$ cat src/rtl/float_pkg.sv
// Shared types and helpers for the parametrised float datapath: FSM states,
// field extract/pack for any EXP_W/MAN_W up to FP_MAX_W bits, and the RNE decision.
package float_pkg;

    localparam int FP_MAX_W = 32;

    typedef enum logic [2:0] {
        IDLE,
        MUL,
        NORM,
        ROUND,
        OUT
    } state_e;

    function automatic logic fp_sign(input logic [FP_MAX_W-1:0] x, input int exp_w, input int man_w);
        return |((x >> (exp_w + man_w)) & FP_MAX_W'(1));
    endfunction

    function automatic logic [FP_MAX_W-1:0] fp_exp(input logic [FP_MAX_W-1:0] x, input int exp_w,
                                                   input int man_w);
        return (x >> man_w) & ((FP_MAX_W'(1) << exp_w) - FP_MAX_W'(1));
    endfunction

    function automatic logic [FP_MAX_W-1:0] fp_man(input logic [FP_MAX_W-1:0] x, input int man_w);
        return x & ((FP_MAX_W'(1) << man_w) - FP_MAX_W'(1));
    endfunction

    function automatic logic [FP_MAX_W-1:0] fp_pack(input logic sign, input logic [FP_MAX_W-1:0] e,
                                                    input logic [FP_MAX_W-1:0] m,
                                                    input int exp_w, input int man_w);
        return (FP_MAX_W'(sign) << (exp_w + man_w)) | (e << man_w) | m;
    endfunction

    // Round-to-nearest-even: ties go to the even mantissa.
    function automatic logic rne_up(input logic guard, input logic sticky, input logic lsb);
        return guard & (sticky | lsb);
    endfunction

endpackage

$ cat src/rtl/float_round_pack.sv
// Combinational round/pack: RNE on a normalised mantissa, then flush-to-zero,
// saturation and packing into a {sign, exp, man} word.
module float_round_pack
    import float_pkg::*;
#(
    parameter int EXP_W = 4,
    parameter int MAN_W = 3,
    localparam int W  = 1 + EXP_W + MAN_W,
    localparam int EW = EXP_W + 2
) (
    input  logic                 sign_i,
    input  logic signed [EW-1:0] exp_i,
    input  logic [MAN_W-1:0]     man_i,
    input  logic                 guard_i,
    input  logic                 sticky_i,
    output logic [W-1:0]         y_o
);

    localparam logic signed [EW-1:0] EXP_SAT = EW'((1 << EXP_W) - 1);

    logic [MAN_W:0]        man_sum;
    logic [MAN_W-1:0]      man_r;
    logic signed [EW-1:0]  exp_r;

    always_comb begin
        man_sum = {1'b0, man_i} + {{MAN_W{1'b0}}, rne_up(guard_i, sticky_i, man_i[0])};
        // A carry out of the mantissa means 1.11..1 rounded up to 10.0: bump the exponent.
        man_r   = man_sum[MAN_W] ? '0 : man_sum[MAN_W-1:0];
        exp_r   = exp_i + EW'(man_sum[MAN_W]);
        if (exp_r[EW-1] || exp_r == '0) begin
            y_o = {sign_i, {(W-1){1'b0}}};
        end else if (exp_r >= EXP_SAT) begin
            y_o = {sign_i, {(W-1){1'b1}}};
        end else begin
            y_o = W'(fp_pack(sign_i, FP_MAX_W'(exp_r[EXP_W-1:0]), FP_MAX_W'(man_r), EXP_W, MAN_W));
        end
    end

endmodule

$ cat src/rtl/float_multiplier_param.sv
// Multicycle float multiplier for any EXP_W/MAN_W format with valid/ready on both
// sides: IDLE -> MUL -> NORM -> ROUND -> OUT, result held until consumed.
module float_multiplier_param
    import float_pkg::*;
#(
    parameter int EXP_W = 4,
    parameter int MAN_W = 3,
    parameter int BIAS  = (1 << (EXP_W - 1)) - 1,
    localparam int W    = 1 + EXP_W + MAN_W
) (
    input  logic         clock,
    input  logic         reset,
    input  logic         in_valid,
    output logic         in_ready,
    input  logic [W-1:0] a,
    input  logic [W-1:0] b,
    output logic         out_valid,
    input  logic         out_ready,
    output logic [W-1:0] y
);

    localparam int PW = 2 * MAN_W + 2;
    localparam int EW = EXP_W + 2;

    state_e               state_q;
    logic [W-1:0]         a_q, b_q, y_q;
    logic                 sign_q;
    logic signed [EW-1:0] e_q;
    logic [PW-1:0]        p_q;
    logic [MAN_W-1:0]     man_q;
    logic                 guard_q, sticky_q;
    logic                 in_ready_q, out_valid_q;

    logic [EXP_W-1:0]     exp_a, exp_b;
    logic [MAN_W-1:0]     man_a, man_b;
    logic                 zero_op, sign_d;
    logic [PW-1:0]        p_d;
    logic signed [EW-1:0] e_mul_d, e_norm_d;
    logic [PW-2:0]        p_norm;
    logic [MAN_W-1:0]     man_d;
    logic                 guard_d, sticky_d;
    logic [W-1:0]         y_d;

    assign exp_a   = EXP_W'(fp_exp(FP_MAX_W'(a_q), EXP_W, MAN_W));
    assign exp_b   = EXP_W'(fp_exp(FP_MAX_W'(b_q), EXP_W, MAN_W));
    assign man_a   = MAN_W'(fp_man(FP_MAX_W'(a_q), MAN_W));
    assign man_b   = MAN_W'(fp_man(FP_MAX_W'(b_q), MAN_W));
    assign sign_d  = fp_sign(FP_MAX_W'(a_q), EXP_W, MAN_W) ^ fp_sign(FP_MAX_W'(b_q), EXP_W, MAN_W);
    assign zero_op = (exp_a == '0) || (exp_b == '0);

    // A zero operand forces P=0 and E=0, which the round stage flushes to signed zero.
    assign p_d     = zero_op ? '0 : PW'({1'b1, man_a}) * PW'({1'b1, man_b});
    assign e_mul_d = zero_op ? '0
                   : $signed({2'b00, exp_a}) + $signed({2'b00, exp_b}) - EW'(BIAS);

    assign p_norm   = p_q[PW-1] ? p_q[PW-2:0] : {p_q[PW-3:0], 1'b0};
    assign e_norm_d = e_q + EW'(p_q[PW-1]);
    assign man_d    = p_norm[PW-2 -: MAN_W];
    assign guard_d  = p_norm[PW-2-MAN_W];
    assign sticky_d = |p_norm[PW-3-MAN_W:0];

    float_round_pack #(
        .EXP_W(EXP_W),
        .MAN_W(MAN_W)
    ) u_round_pack (
        .sign_i  (sign_q),
        .exp_i   (e_q),
        .man_i   (man_q),
        .guard_i (guard_q),
        .sticky_i(sticky_q),
        .y_o     (y_d)
    );

    always_ff @(posedge clock) begin
        if (reset) begin
            state_q     <= IDLE;
            in_ready_q  <= 1'b1;
            out_valid_q <= 1'b0;
            a_q         <= '0;
            b_q         <= '0;
            y_q         <= '0;
            sign_q      <= 1'b0;
            e_q         <= '0;
            p_q         <= '0;
            man_q       <= '0;
            guard_q     <= 1'b0;
            sticky_q    <= 1'b0;
        end else begin
            case (state_q)
                IDLE: begin
                    if (in_valid) begin
                        a_q        <= a;
                        b_q        <= b;
                        in_ready_q <= 1'b0;
                        state_q    <= MUL;
                    end
                end
                MUL: begin
                    sign_q  <= sign_d;
                    p_q     <= p_d;
                    e_q     <= e_mul_d;
                    state_q <= NORM;
                end
                NORM: begin
                    e_q      <= e_norm_d;
                    man_q    <= man_d;
                    guard_q  <= guard_d;
                    sticky_q <= sticky_d;
                    state_q  <= ROUND;
                end
                ROUND: begin
                    y_q         <= y_d;
                    out_valid_q <= 1'b1;
                    state_q     <= OUT;
                end
                OUT: begin
                    if (out_ready) begin
                        out_valid_q <= 1'b0;
                        in_ready_q  <= 1'b1;
                        state_q     <= IDLE;
                    end
                end
                default: begin
                    out_valid_q <= 1'b0;
                    in_ready_q  <= 1'b1;
                    state_q     <= IDLE;
                end
            endcase
        end
    end

    assign in_ready  = in_ready_q;
    assign out_valid = out_valid_q;
    assign y         = y_q;

endmodule

$ cat config.mk
export PLATFORM = sky130hd
export DESIGN_NAME = float_multiplier_param
export DESIGN_NICKNAME = d
export VERILOG_FILES = /design/src/rtl/float_pkg.sv /design/src/rtl/float_round_pack.sv /design/src/rtl/float_multiplier_param.sv
export SDC_FILE = /design/constraint.sdc
export NUM_CORES = 1
export LEC_CHECK = 0
export BUFFER_PORTS_ARGS = -buffer_cell sky130_fd_sc_hd__buf_2
export CAP_MARGIN = 20
export CELL_PAD_IN_SITES_DETAIL_PLACEMENT = 0
export CELL_PAD_IN_SITES_GLOBAL_PLACEMENT = 1
export CORE_ASPECT_RATIO = 0.7
export CORE_MARGIN = 3
export CORE_UTILIZATION = 48
export DETAILED_ROUTE_END_ITERATION = 10
export GPL_TIMING_DRIVEN = 0
export PLACE_DENSITY_LB_ADDON = 0.3
export RECOVER_POWER = 25
export SLEW_MARGIN = 20
export SYNTH_ARGS = -nofsm -noshare
export SYNTH_HDL_FRONTEND = slang
export SYNTH_SLANG_ARGS = --single-unit
$ cat constraint.sdc
create_clock -name clock -period 6.65 [get_ports clock]
set_input_delay 0.665 -clock clock [delete_from_list [all_inputs] [get_ports clock]]
set_output_delay 0.665 -clock clock [all_outputs]
set_load 0.01 [all_outputs]
Word-level counts from Yosys, hierarchy flattened
Index checks and enable logic that the tools add are counted.
Widths: inputs -> output; s select.

storage, ports and cells
  bits in registers = 49
  latch bits = 0
  RAM bits = 0
  bits in read-only memories = 0
  input port bits = 20
  output and inout bits = 10
  memories kept = 0

operators by class
  add/sub/neg operators = 5
  multipliers = 1
  div/mod/pow operators = 0
  $lt $le $gt $ge = 1
  eq/ne operators = 6
  shifts and indexed selects = 0
  muxes and demuxes = 15
  bitwise gates (word level) = 7
  reductions and logical operators = 14

operators by type and width
  cell                 number
  $mux 8               3
  $pmux 3 s5           1
  $add 6x1->6          2
  $pmux 6 s2           1
  $mux 3               3
  $reduce_or 3->1      3
  $logic_not 4->1      2
  $mul 4x4->8          1
  $or 8x3->8           1
  $or 8x7->8           1
  $mux 7               1
  $eq 3x2->1 const B   2
  $ge 6x5->1 const B   1
  $logic_not 6->1      1
  $mux 6               1
  $pmux 1 s3           2
  $reduce_and 2->1     3
  $sub 5x3->6 const B  1
  $add 4x4->5          1
  $add 3x1->4          1
  $ne 2x2->1 const B   2
  $eq 3x1->1 const B   1
  $eq 3x3->1 const B   1
  $logic_not 3->1      1
  other kinds (8)      12

Depth between registers and ports, before layout
Gate-level depths: netlist (run 1).

  word-level depth = 8
  gate-level depth with buffers = 12

Modules after synthesis
From an unflattened synthesis (run 1), not the netlist that was laid out.

second synthesis, totals
  cells, all modules = 331
  area, all modules = 2871.5 um2

modules (own cells, without submodules)
  module                  times used  cells an instance  area an instance (um2)
  float_multiplier_param  1           290                2549.9
  float_round_pack        1           41                 321.6

Worst setup path before layout (run 1)
No wires, ideal clock.

  path type = reg-to-reg
  start = register b_q[2]
  end = register p_q[6]
  library setup time = 132 ps
  arrival = 2538 ps
  required time = 6518 ps
  path slack = 3980 ps
  stages on the path, launching flop included = 11
  path buffers = 0
  period minus slack after synthesis = 2670 ps
  path through = dfxtp_1 -> and2_1 -> fa_1 -> fa_1 -> inv_1 -> fa_1 -> nor2b_1 -> o21ai_0 -> and3_1 -> o21ai_1 -> a21oi_1

on the way
  longest elaborated chain between the ends = 2

RTL lines
  what                    line                           RTL
  start, declared         float_multiplier_param.sv:26   logic [W-1:0] a_q, b_q, y_q;
  start signal, assigned  float_multiplier_param.sv:80   b_q <= '0;
  start signal, assigned  float_multiplier_param.sv:93   b_q <= b;
  $mul 4x4->8             float_multiplier_param.sv:52   assign p_d = zero_op ? '0 : PW'({1'b1, man_a}) * PW'({1'b1, man_b});
  $mux 8                  float_multiplier_param.sv:52
  end signal, assigned    float_multiplier_param.sv:100  p_q <= p_d;
  end, declared           float_multiplier_param.sv:29   logic [PW-1:0] p_q;

No other way between the ends.
A chain may end at the register's enable or synchronous reset.

Worst setup path after layout (run 1)
  start = register a_q[2]
  end = register p_q[7]

on the way
  longest elaborated chain between the ends = 2

RTL lines
  what                    line                          RTL
  start, declared         float_multiplier_param.sv:26
  start signal, assigned  float_multiplier_param.sv:79  a_q <= '0;
  start signal, assigned  float_multiplier_param.sv:92  a_q <= a;
  $mul 4x4->8             float_multiplier_param.sv:52
  $mux 8                  float_multiplier_param.sv:52

No other way between the ends.

==> flow_summary.json, run 1 <==
{
  "post_cts.resized_instances": 0,
  "clock_sink_count": 49,
  "floorplan.rows": 22,
  "wl_met3_um": 307,
  "whs_ns": 0.461,
  "report.final.setup_viol": 0,
  "yosysSeqAreaShare_pct": 34.5,
  "buffer_ports.inserted": 29,
  "clk_latency_ns": 0.30,
  "totalPowerFinal_mw": 0.623,
  "viasPerCell": 5.39,
  "drt_drc_violations_left": 0,
  "ios": 30,
  "clock_tree.buffer_depth": 2,
  "met2_length_um": 2530,
  "wl_met1_um": 3290,
  "grt_antenna_before_repair": 0,
  "synth-edff-count": 0,
  "synth_top_area_share_pct": 34.5,
  "grt.overflow.total": 0,
  "max_freq_mhz": 334,
  "drt_pass1_iterations": 4,
  "cts_tree": "built",
  "crit_path_start_kind": "flop",
  "cts_made_buffers": 5,
  "crit_path_end_kind": "flop",
  "cts-root-buf": "clkbuf_8",
  "chipWidth_um": 98.0,
  "maximum_number_of_pins_on_one_net_before_global_route_repair": 15,
  "timing.critical_path.fanout_max": 5,
  "vias": 2414,
  "synthesis.instances": 339,
  "period_needed_ns": 2.99,
  "synth-main-ff-cell": "dfxtp_1",
  "rsz0062_at_grt": "no",
  "irDropWorstVdd_mv": 0.119,
  "synth_fp_nets": 389,
  "detail_route.wl_per_cell_um": 13.8,
  "final-max-slew-violation-count": 0,
  "grt_use_total_pct": 18.3,
  "fin_tns_setup_ns": 0,
  "worstPathRequired_ns": 6.90,
  "synth_seq_cells": 49,
  "cpPeakStageDelay_ns": 0.47,
  "synth_cell_type_count": 53,
  "antennaDiodeCount": 0,
  "drive_above_1_share_pct": 11.2,
  "finalInstanceArea_mm2": 0.00316,
  "powerDensity_mw_per_mm2": 197,
  "die_area_mm2": 0.00690,
  "fillerInstances": 528,
  "post_cts_buffers": 0,
  "htree_num_levels": 2,
  "ys_top_cells_by_count": "49 x dfxtp_1, 49 x nand2_1, 31 x a21oi_1, 29 x nor2_1",
  "antenna_violating_nets_post_route": 0,
  "layout.nets": 425,
  "syn_area_per_cell_um2": 8.39,
  "run_status": "completed",
  "synth_top_cells_by_area": "dfxtp_1 34%, ha_1 11%, nand2_1 6.5%, a21oi_1 5.5%, fa_1 4.2%",
  "report.final.hold_viol_count": 0,
  "dp.final_hpwl_um": 4830,
  "cp_bufs_invs": 2,
  "die-height_um": 70.4,
  "synth_warnings": 0,
  "top_signal_layer_used": "met4",
  "synth.cell_area_mm2": 0.00285,
  "first_pass_grt_wire_length_um": 10300,
  "start_util_pct": 51.9,
  "gp_routability_congestion": 0.765,
  "clock_skew_ns": 0.00324,
  "worst_path_dominant_cell_family": "adder cells",
  "path_class": "flop to flop",
  "cts-hold-fix-buffers": 0,
  "floorplan.core_area_mm2": 0.00548,
  "synth_top_area_cell": "dfxtp_1",
  "maxCapViolations": 0,
  "tightestPinTransition_ns": 0.718,
  "total_leakage_power_nw": 1.35,
  "vias_in_the_first_global_route": 2154,
  "synth_async_sr_flop_share_pct": 0,
  "critical-path-slowest-cell": "or4b_1",
  "wirelength_um": 6180,
  "critical_path.cell_chain": "ha_1 > inv_1 > fa_1 > inv_1 > fa_1 > ha_1 > o21ai_0 > o21ai_0 > a21oi_1 > or4b_1 > nand3_1",
  "drt-initial-drc-count": 138,
  "timing.critical_path.arrival_ns": 3.24,
  "finalCritPeriodShare_pct": 45.0,
  "place_area_mm2": 0.00308,
  "hold_path_class": "flop to flop",
  "clk_pin_slew_ns": 0.09,
  "slew-limit-headroom_pct": 52.0,
  "syn_to_final_growth_pct": 11.2
}
==> tightest hold or removal path: cells and delay by family (launching register included) <==
family | cells | cell delay, ns
AND/OR/NAND/NOR | 1 | 0.05
AO/OA/AOI/OAI | 1 | 0.05
flip-flops | 1 | 0.32
==> per-stage QoR <==
stage          util [%]  cells  setup WS [ns]
2_1_floorplan         -    339           3.98
3_5_place_dp       56.2    440           3.70
4_1_cts            58.1    448           3.66
3_3_place_gp       56.2    440           3.76
5_1_grt            57.8    448           3.52
6_report           57.8    448           3.66
==> worst paths after layout <==
check / start / to / slack (ns) / depth (start not counted)
worst max register to register: a_q[2]$_SDFFE_PP0P_ / p_q[7]$_SDFFE_PP0P_ / 3.66 / 11
worst min register to register: p_q[6]$_SDFFE_PP0P_ / p_q[6]$_SDFFE_PP0P_ / 0.46 / 2
worst max-delay path: a_q[2]$_SDFFE_PP0P_ / p_q[7]$_SDFFE_PP0P_ / 3.66 / 11
worst min-delay path: p_q[6]$_SDFFE_PP0P_ / p_q[6]$_SDFFE_PP0P_ / 0.46 / 2
==> cell usage in the layout (no fill, tap or decap), types with 5 or more instances in the layout <==
cell type / synthesis / layout
nand2b_1: 6 / 6
nand3_1: 5 / 5
a22oi_1: 5 / 5
nor2_1: 29 / 29
a21oi_1: 31 / 32
ha_1: 24 / 24
buf_2: 6 / 24
nand2_1: 49 / 49
o21ai_0: 5 / 5
nor2b_1: 5 / 5
and2_1: 7 / 7
xnor2_1: 6 / 6
a211oi_1: 10 / 10
dfxtp_1: 49 / 49
clkbuf_8: 0 / 7
inv_1: 24 / 24
clkbuf_1: 7 / 18
fa_1: 6 / 6
==> sequential cells by signal, indices dropped and copies added, names as in the netlist <==
signal,count
a_q,8
b_q,8
e_q,6
guard_q,1
in_ready,1
man_q,3
out_valid,1
p_q,8
sign_q,1
state_q,3
sticky_q,1
y,8
==> kinds of logic after synthesis <==
logic type | after synthesis | share of synthesized area, %
AOI/OAI and AO/OA | 80 | 18.7
xor gates and xnor gates | 7 | 2.15
adders and majority gates | 30 | 14.8
buffers and inverters | 42 | 6.20
DFF | 49 | 34.5
muxes | 4 | 1.41
and+or+nand+nor | 127 | 22.3
==> final cells by class <==
| class | instances | area [µm²] | area share [%] |
|---|---|---|---|
| Clock buffer | 7 | 96.3 | 3.04 |
| Clock inverter | 1 | 5.00 | 0.158 |
| Buffer | 18 | 86.3 | 2.73 |
| Sequential cell | 49 | 981 | 31.0 |
| Inverter | 24 | 90.1 | 2.85 |
| Multi-Input combinational cell | 248 | 1680 | 53.2 |
| Timing Repair Buffer | 29 | 131 | 4.15 |
| Tap cell | 72 | 90.1 | 2.85 |
==> power by group <==
group / internal (mW) / switching (mW) / leakage [nW] / total, mW
Sequential: 0.308 / 0.0135 / 0.399 / 0.321
Combinational: 0.0459 / 0.0640 / 0.900 / 0.110
Clock: 0.0942 / 0.0982 / 0.0542 / 0.192
Total: 0.448 / 0.176 / 1.35 / 0.623
==> layer usage <==
layer | vias up | GRT usage [%]
li1 | 1251 | -
met1 | 1111 | 28.0
met5 | - | 0
met2 | 47 | 26.0
met4 | 0 | 4.15
met3 | 5 | 3.69
(Power assumes the default switching activity.)
==> run 2: changes to the inputs <==
--- a/config.mk
+++ b/config.mk
@@ -5,13 +5,14 @@
 export SDC_FILE = /design/constraint.sdc
 export NUM_CORES = 1
 export LEC_CHECK = 0
+export ABC_AREA = 1
 export BUFFER_PORTS_ARGS = -buffer_cell sky130_fd_sc_hd__buf_2
 export CAP_MARGIN = 20
 export CELL_PAD_IN_SITES_DETAIL_PLACEMENT = 0
 export CELL_PAD_IN_SITES_GLOBAL_PLACEMENT = 1
 export CORE_ASPECT_RATIO = 0.7
 export CORE_MARGIN = 3
-export CORE_UTILIZATION = 48
+export CORE_UTILIZATION = 39
 export DETAILED_ROUTE_END_ITERATION = 10
 export GPL_TIMING_DRIVEN = 0
 export PLACE_DENSITY_LB_ADDON = 0.3
==> constraint.sdc (replaced) <==
create_clock -name clock -period 2.6 [get_ports clock]
set_input_delay 0.26 -clock clock [delete_from_list [all_inputs] [get_ports clock]]
set_output_delay 0.26 -clock clock [all_outputs]
set_load 0.01 [all_outputs]
==> flow_summary.json, run 2 <==
{
  "htree_num_levels": 2,
  "synthesis.instances": 399,
  "clock_tree.buffer_depth": 2,
  "floorplan.rows": 25,
  "final_cell_mix": "85 x nand2_1, 52 x inv_1, 44 x dfxtp_1",
  "worst_path_dominant_cell_family": "adder cells",
  "gr-usage-met2_pct": 27.4,
  "crit_path_end_kind": "flop",
  "drive_above_1_share_pct": 19.9,
  "syn_to_final_growth_pct": 17.6,
  "timing.critical_path.fanout_max": 3,
  "grt_antenna_before_repair": 0,
  "clock_skew_ns": 0.00906,
  "chipWidth_um": 109,
  "most_utilized_layer_in_the_global_route_result": "met2",
  "synth_top_area_share_pct": 34.0,
  "drt_drc_violations_left": 0,
  "path_class": "flop to flop",
  "largest_family_of_logic_cells_by_synthesized_area": "simple AND/OR/NAND/NOR gates",
  "synth.cell_area_mm2": 0.00289,
  "clk_latency_ns": 0.31,
  "yosys.area_share.adder_pct": 14.6,
  "max_freq_mhz": 394,
  "finalInstanceArea_mm2": 0.00339,
  "layout_commonest_cell": "nand2_1",
  "critical-path-slowest-cell": "fa_1",
  "fillerInstances": 721,
  "tightestPinTransition_ns": 0.576,
  "hold_path_class": "input port to flop",
  "powerDensity_mw_per_mm2": 592,
  "ios": 30,
  "worstHoldEndpoint": "state_q[0]$_SDFFE_PP0P_",
  "crit_path_start_kind": "flop",
  "global_route.usage.met3_pct": 2.99,
  "first_pass_grt_wire_length_um": 11800,
  "syn_area_per_cell_um2": 7.23,
  "r2r_end": "p_q[6]$_SDFFE_PP0P_",
  "synth_async_sr_flop_share_pct": 0,
  "viasPerCell": 4.93,
  "final-max-slew-violation-count": 0,
  "maximum_number_of_pins_on_one_net_before_global_route_repair": 16,
  "start_util_pct": 41.4,
  "post-place-ws_ns": -0.133,
  "synthMuxAreaShare_pct": 0,
  "run_status": "completed",
  "vias_in_the_first_global_route": 2564,
  "synth_simple_gate_area_share_pct": 23.0,
  "report.final.hold_viol_count": 0,
  "detail_route.wl_per_cell_um": 12.7,
  "synth-compound-area-share_pct": 17.3,
  "synth_cell_type_count": 30,
  "buffer_ports.inserted": 29,
  "timing.reg2reg.setup_slack_ns": 0.06,
  "maxCapViolations": 0,
  "synth_fp_nets": 449,
  "hold_path_depth": 2,
  "clock_sink_count": 49,
  "r2r_start": "a_q[2]$_SDFFE_PP0P_",
  "clk_pin_slew_ns": 0.10,
  "cts_tree": "built",
  "vias": 2650,
  "drt-initial-drc-count": 169,
  "layout.nets": 492,
  "die_area_mm2": 0.00849,
  "die-height_um": 78.0,
  "dp.final_hpwl_um": 5080,
  "synth_top_cells_by_area": "dfxtp_1 34%, nand2_1 11%, ha_1 10%, a21oi_1 7.8%, inv_1 7.4%",
  "report.final.setup_viol": 0,
  "synth_top_area_cell": "dfxtp_1",
  "grt.overflow.total": 0,
  "worst_r2r_path_depth": 13,
  "slew-limit-headroom_pct": 61.3,
  "cts_made_buffers": 5,
  "hold_path.startpoint": "reset",
  "synth_xor_xnor_area_share_pct": 0.910,
  "synth_seq_cells": 49,
  "period_needed_ns": 2.54,
  "synth-edff-count": 0,
  "multiInputGateArea_mm2": 0.00169,
  "total_leakage_power_nw": 1.54,
  "fin_tns_setup_ns": 0,
  "grtUsageMet1_pct": 24.6,
  "rsz0062_at_grt": "yes",
  "floorplan.core_area_mm2": 0.00698,
  "antenna_violating_nets_post_route": 0,
  "cts-root-buf": "clkbuf_8",
  "worstPathRequired_ns": 2.78,
  "cp_bufs_invs": 3,
  "ys_top_cells_by_count": "88 x nand2_1, 57 x inv_1, 49 x dfxtp_1, 45 x a21oi_1, 34 x o21ai_0",
  "timing.critical_path.arrival_ns": 2.72,
  "place_area_mm2": 0.00315,
  "regArea_um2": 992,
  "synth-main-ff-cell": "dfxtp_1",
  "gp_routability_congestion": 0.825,
  "critical_path.cell_chain": "nand2_1 > inv_1 > fa_1 > fa_1 > inv_2 > fa_2 > inv_2 > nand2_2 > nand2_2 > a21oi_2 > or2_4 > nand3_2 > a21oi_1",
  "antennaDiodeCount": 0,
  "drt_pass1_iterations": 4,
  "wirelength_um": 6800,
  "finalCritPeriodShare_pct": 97.6,
  "synth.most_common_cell": "nand2_1",
  "irDropWorstVdd_mv": 0.265,
  "grt_use_total_pct": 17.3,
  "cpPeakStageDelay_ns": 0.54,
  "synth_warnings": 0,
  "worst_slack_ns": 0.0637,
  "yosysSeqAreaShare_pct": 34.0
}
==> run 2: cell types whose count changed after synthesis, sizes merged, moves of 6 or more <==
cell,before,now
a211oi,10,0
inv,24,63
nand3,5,23
nor2,31,19
and2,7,0
nand2b,6,0
nand4,1,8
o21ai,6,35
a21oi,32,51
nand2,49,93
==> run 2: worst max-delay path by stage <==
stage | cells after the start | slack, ns | from | endpoint
after detailed placement | 13 | -0.13 | b_q[2]$_SDFFE_PP0P_ | p_q[6]$_SDFFE_PP0P_
after global placement | 13 | -0.12 | b_q[2]$_SDFFE_PP0P_ | p_q[6]$_SDFFE_PP0P_
after CTS | 13 | 0.008 | a_q[2]$_SDFFE_PP0P_ | p_q[7]$_SDFFE_PP0P_
after global routing | 13 | -0.06 | b_q[2]$_SDFFE_PP0P_ | p_q[6]$_SDFFE_PP0P_
final | 13 | 0.06 | a_q[2]$_SDFFE_PP0P_ | p_q[6]$_SDFFE_PP0P_
after floorplan | 13 | 0.01 | b_q[2]$_SDFFE_PP0P_ | p_q[6]$_SDFFE_PP0P_
==> run 2: kinds of logic after synthesis <==
kind of cell / Yosys count
AO/OA/AOI/OAI: 93
XOR/XNOR: 3
adder cells (fa/ha/maj): 30
buffers and inverters: 76
flip-flops: 49
AND/OR/NAND/NOR: 148
==> run 2: metal layers <==
layer	share of wire [%]	up-vias
li1	-	1379
met1	53	1238
met2	44	27
met3	2.5	6
met4	0.71	0
met5	0	-
==> run 2: power breakdown <==
| group | internal, mW | switching [mW] | total [mW] |
|---|---|---|---|
| Combinational | 0.223 | 0.347 | 0.569 |
| Sequential | 0.823 | 0.0588 | 0.882 |
| Clock | 0.289 | 0.270 | 0.559 |
| Total | 1.34 | 0.675 | 2.01 |
==> run 2: what timing repair did <==
item,CTS,global route
buffers inserted,6,1
pin swaps,8,14
endpoints found under the setup margin,2,9
gates resized for setup,16,14
hold buffers,0,0
==> run 2: area by class of cell <==
| class | count | share of cell area, % |
|---|---|---|
| repair buffers | 36 | 5.68 |
| flip-flops and latches | 49 | 29.2 |
| clock inverters | 2 | 1.14 |
| multi-input cells | 274 | 49.7 |
| plain buffers | 12 | 1.58 |
| clock buffers | 6 | 2.14 |
| inverters | 64 | 7.08 |
| well taps | 94 | 3.46 |
==> run 2: worst reg2reg max path, cell delays in order (launching register included) <==
cell,delay (ns)
dfxtp_4,0.36
nand2_1,0.06
inv_1,0.05
fa_1,0.44
fa_1,0.54
inv_2,0.05
fa_2,0.35
inv_2,0.06
nand2_2,0.05
nand2_2,0.06
a21oi_2,0.06
or2_4,0.22
nand3_2,0.05
a21oi_1,0.05
==> run 2: through the flow <==
stage	util [%]	hold WS, ns	std cells	power (mW)
6_report	48.7	0.161	537	2.01
4_1_cts	48.1	0.161	536	2.00
3_5_place_dp	45.2	0.451	522	1.41
5_1_grt	48.7	0.158	537	2.16
2_1_floorplan	-	0.337	399	1.27
3_3_place_gp	45.2	0.443	522	1.40
==> run 3: changes to the inputs <==
==> constraint.sdc (replaced) <==
create_clock -name clock -period 2.6 [get_ports clock]
set_input_delay 0.13 -clock clock [delete_from_list [all_inputs] [get_ports clock]]
set_output_delay 0.13 -clock clock [all_outputs]
set_load 0.01 [all_outputs]
==> flow_summary.json, run 3 (same netlist as run 2, synthesis figures left out) <==
{
  "buffer_ports.inserted": 29,
  "finalCritPeriodShare_pct": 97.7,
  "grt_use_total_pct": 17.3,
  "ios": 30,
  "worstSetupEndpoint": "p_q[6]$_SDFFE_PP0P_",
  "drt_pass1_iterations": 4,
  "clk_pin_slew_ns": 0.09,
  "irDropWorstVdd_mv": 0.265,
  "final_util_pct": 48.7,
  "grt_antenna_before_repair": 0,
  "vias_in_the_first_global_route": 2564,
  "met2_length_um": 2980,
  "drt-initial-drc-count": 169,
  "vias": 2649,
  "tightestPinTransition_ns": 0.545,
  "detail_route.wl_per_cell_um": 12.7,
  "maxCapViolations": 0,
  "sequentialPowerShare_pct": 43.9,
  "syn_to_final_growth_pct": 17.6,
  "cp-startpoint": "a_q[2]$_SDFFE_PP0P_",
  "antennaDiodeCount": 0,
  "dp.final_hpwl_um": 5080,
  "report.final.hold_viol_count": 0,
  "floorplan.core_area_mm2": 0.00698,
  "cts-root-buf": "clkbuf_8",
  "comb_power_share_pct": 28.3,
  "htree_num_levels": 2,
  "path_class": "flop to flop",
  "start_util_pct": 41.4,
  "first_pass_grt_wire_length_um": 11800,
  "die_area_mm2": 0.00849,
  "layout_commonest_cell": "nand2_1",
  "clock_sink_count": 49,
  "top_signal_layer_used": "met4",
  "timing.critical_path.fanout_max": 3,
  "numPlacedInstances": 522,
  "chipWidth_um": 109,
  "floorplan.rows": 25,
  "clock_skew_ns": 0.00650,
  "timing.critical_path.arrival_ns": 2.72,
  "timing.reg2reg.setup_slack_ns": 0.06,
  "cell_internal_pwr_mw": 1.34,
  "net-switching-power_mw": 0.673,
  "totalPowerFinal_mw": 2.01,
  "gp_routability_congestion": 0.825,
  "worst_slack_ns": 0.0591,
  "post_layout_nonfiller_instances": 537,
  "report.final.setup_viol": 0,
  "clock_tree.buffer_depth": 2,
  "final_cell_mix": "85 x nand2_1, 53 x inv_1, 44 x dfxtp_1",
  "rsz0062_at_grt": "yes",
  "grt.overflow.total": 0,
  "run_status": "completed",
  "cts_tree": "built",
  "powerDensity_mw_per_mm2": 592,
  "place_area_mm2": 0.00315,
  "antenna_violating_nets_post_route": 0,
  "whs_ns": 0.0319,
  "drt_drc_violations_left": 0,
  "max_freq_mhz": 394,
  "finalInstanceArea_mm2": 0.00339,
  "wirelength_um": 6800,
  "worstPathRequired_ns": 2.78,
  "final-max-slew-violation-count": 0,
  "total_leakage_power_nw": 1.54,
  "clock_power_share_pct": 27.7,
  "clk_latency_ns": 0.30,
  "crit_path_end_kind": "flop",
  "period_needed_ns": 2.54,
  "post-place-ws_ns": -0.133,
  "fin_tns_setup_ns": 0,
  "crit_path_start_kind": "flop",
  "sw_frac_of_total_pct": 33.5,
  "worst_r2r_path_depth": 13,
  "hold_path_class": "input port to flop",
  "maximum_number_of_pins_on_one_net_before_global_route_repair": 16,
  "viasPerCell": 4.93,
  "wl_met3_um": 170,
  "slew-limit-headroom_pct": 63.7,
  "layout.nets": 492,
  "wl_met1_um": 3600,
  "cts_made_buffers": 5,
  "r2r_end": "p_q[6]$_SDFFE_PP0P_",
  "r2r_start": "a_q[2]$_SDFFE_PP0P_",
  "drive_above_1_share_pct": 19.6,
  "die-height_um": 78.0
}
==> run 3: changes by cell type in the layout (fill, tap and decap cells not counted) <==
cell   previous run  this run
inv_1            52        53
inv_2            11        10
==> run 3: metal layers <==
metal	track usage (%)	vias to the layer above
met1	24.6	1234
met4	3.78	0
li1	-	1379
met5	0	-
met3	2.99	4
met2	27.4	32
==> run 3: timing repair <==
action,4_1_cts,5_1_grt
buffers inserted,6,1
pin swaps,8,14
resized for setup,16,14
hold buffers,0,0
endpoints found under the setup margin,2,9
==> run 3: area by class of cell <==
cell class,instances,area (µm²)
multi-input combinational,274,1690
inverter,64,240
clock buffer,6,72.6
sequential,49,992
tap,94,118
buffer,12,53.8
fill,721,3580
timing repair buffer,36,193
clock inverter,2,38.8
==> run 3: power groups by stage <==
| stage | combinational, mW | sequential, mW | clock, mW |
|---|---|---|---|
| 5_1_grt | 0.658 | 0.892 | 0.605 |
| 3_3_place_gp | 0.506 | 0.898 | 0 |
| 4_1_cts | 0.556 | 0.878 | 0.567 |
| 3_5_place_dp | 0.510 | 0.898 | 0 |
| 2_1_floorplan | 0.387 | 0.886 | 0 |
| 6_report | 0.569 | 0.882 | 0.557 |
==> run 3: critical path: stages, from the launching register on <==
cell	delay [ns]
dfxtp_4	0.36
nand2_1	0.06
inv_1	0.05
fa_1	0.44
fa_1	0.54
inv_2	0.05
fa_2	0.35
inv_2	0.06
nand2_2	0.05
nand2_2	0.06
a21oi_2	0.06
or2_4	0.22
nand3_2	0.05
a21oi_1	0.05
==> run 3: worst min-delay path by stage <==
stage                     slack, ns  startpoint                      end  cells past startpoint
after floorplan                0.21       reset  state_q[0]$_SDFFE_PP0P_                      1
after global placement         0.36       reset  state_q[0]$_SDFFE_PP0P_                      2
after detailed placement       0.36       reset  state_q[0]$_SDFFE_PP0P_                      2
after CTS                      0.03       reset  state_q[0]$_SDFFE_PP0P_                      2
after global routing           0.03       reset  state_q[0]$_SDFFE_PP0P_                      2
final                          0.03       reset  state_q[0]$_SDFFE_PP0P_                      2
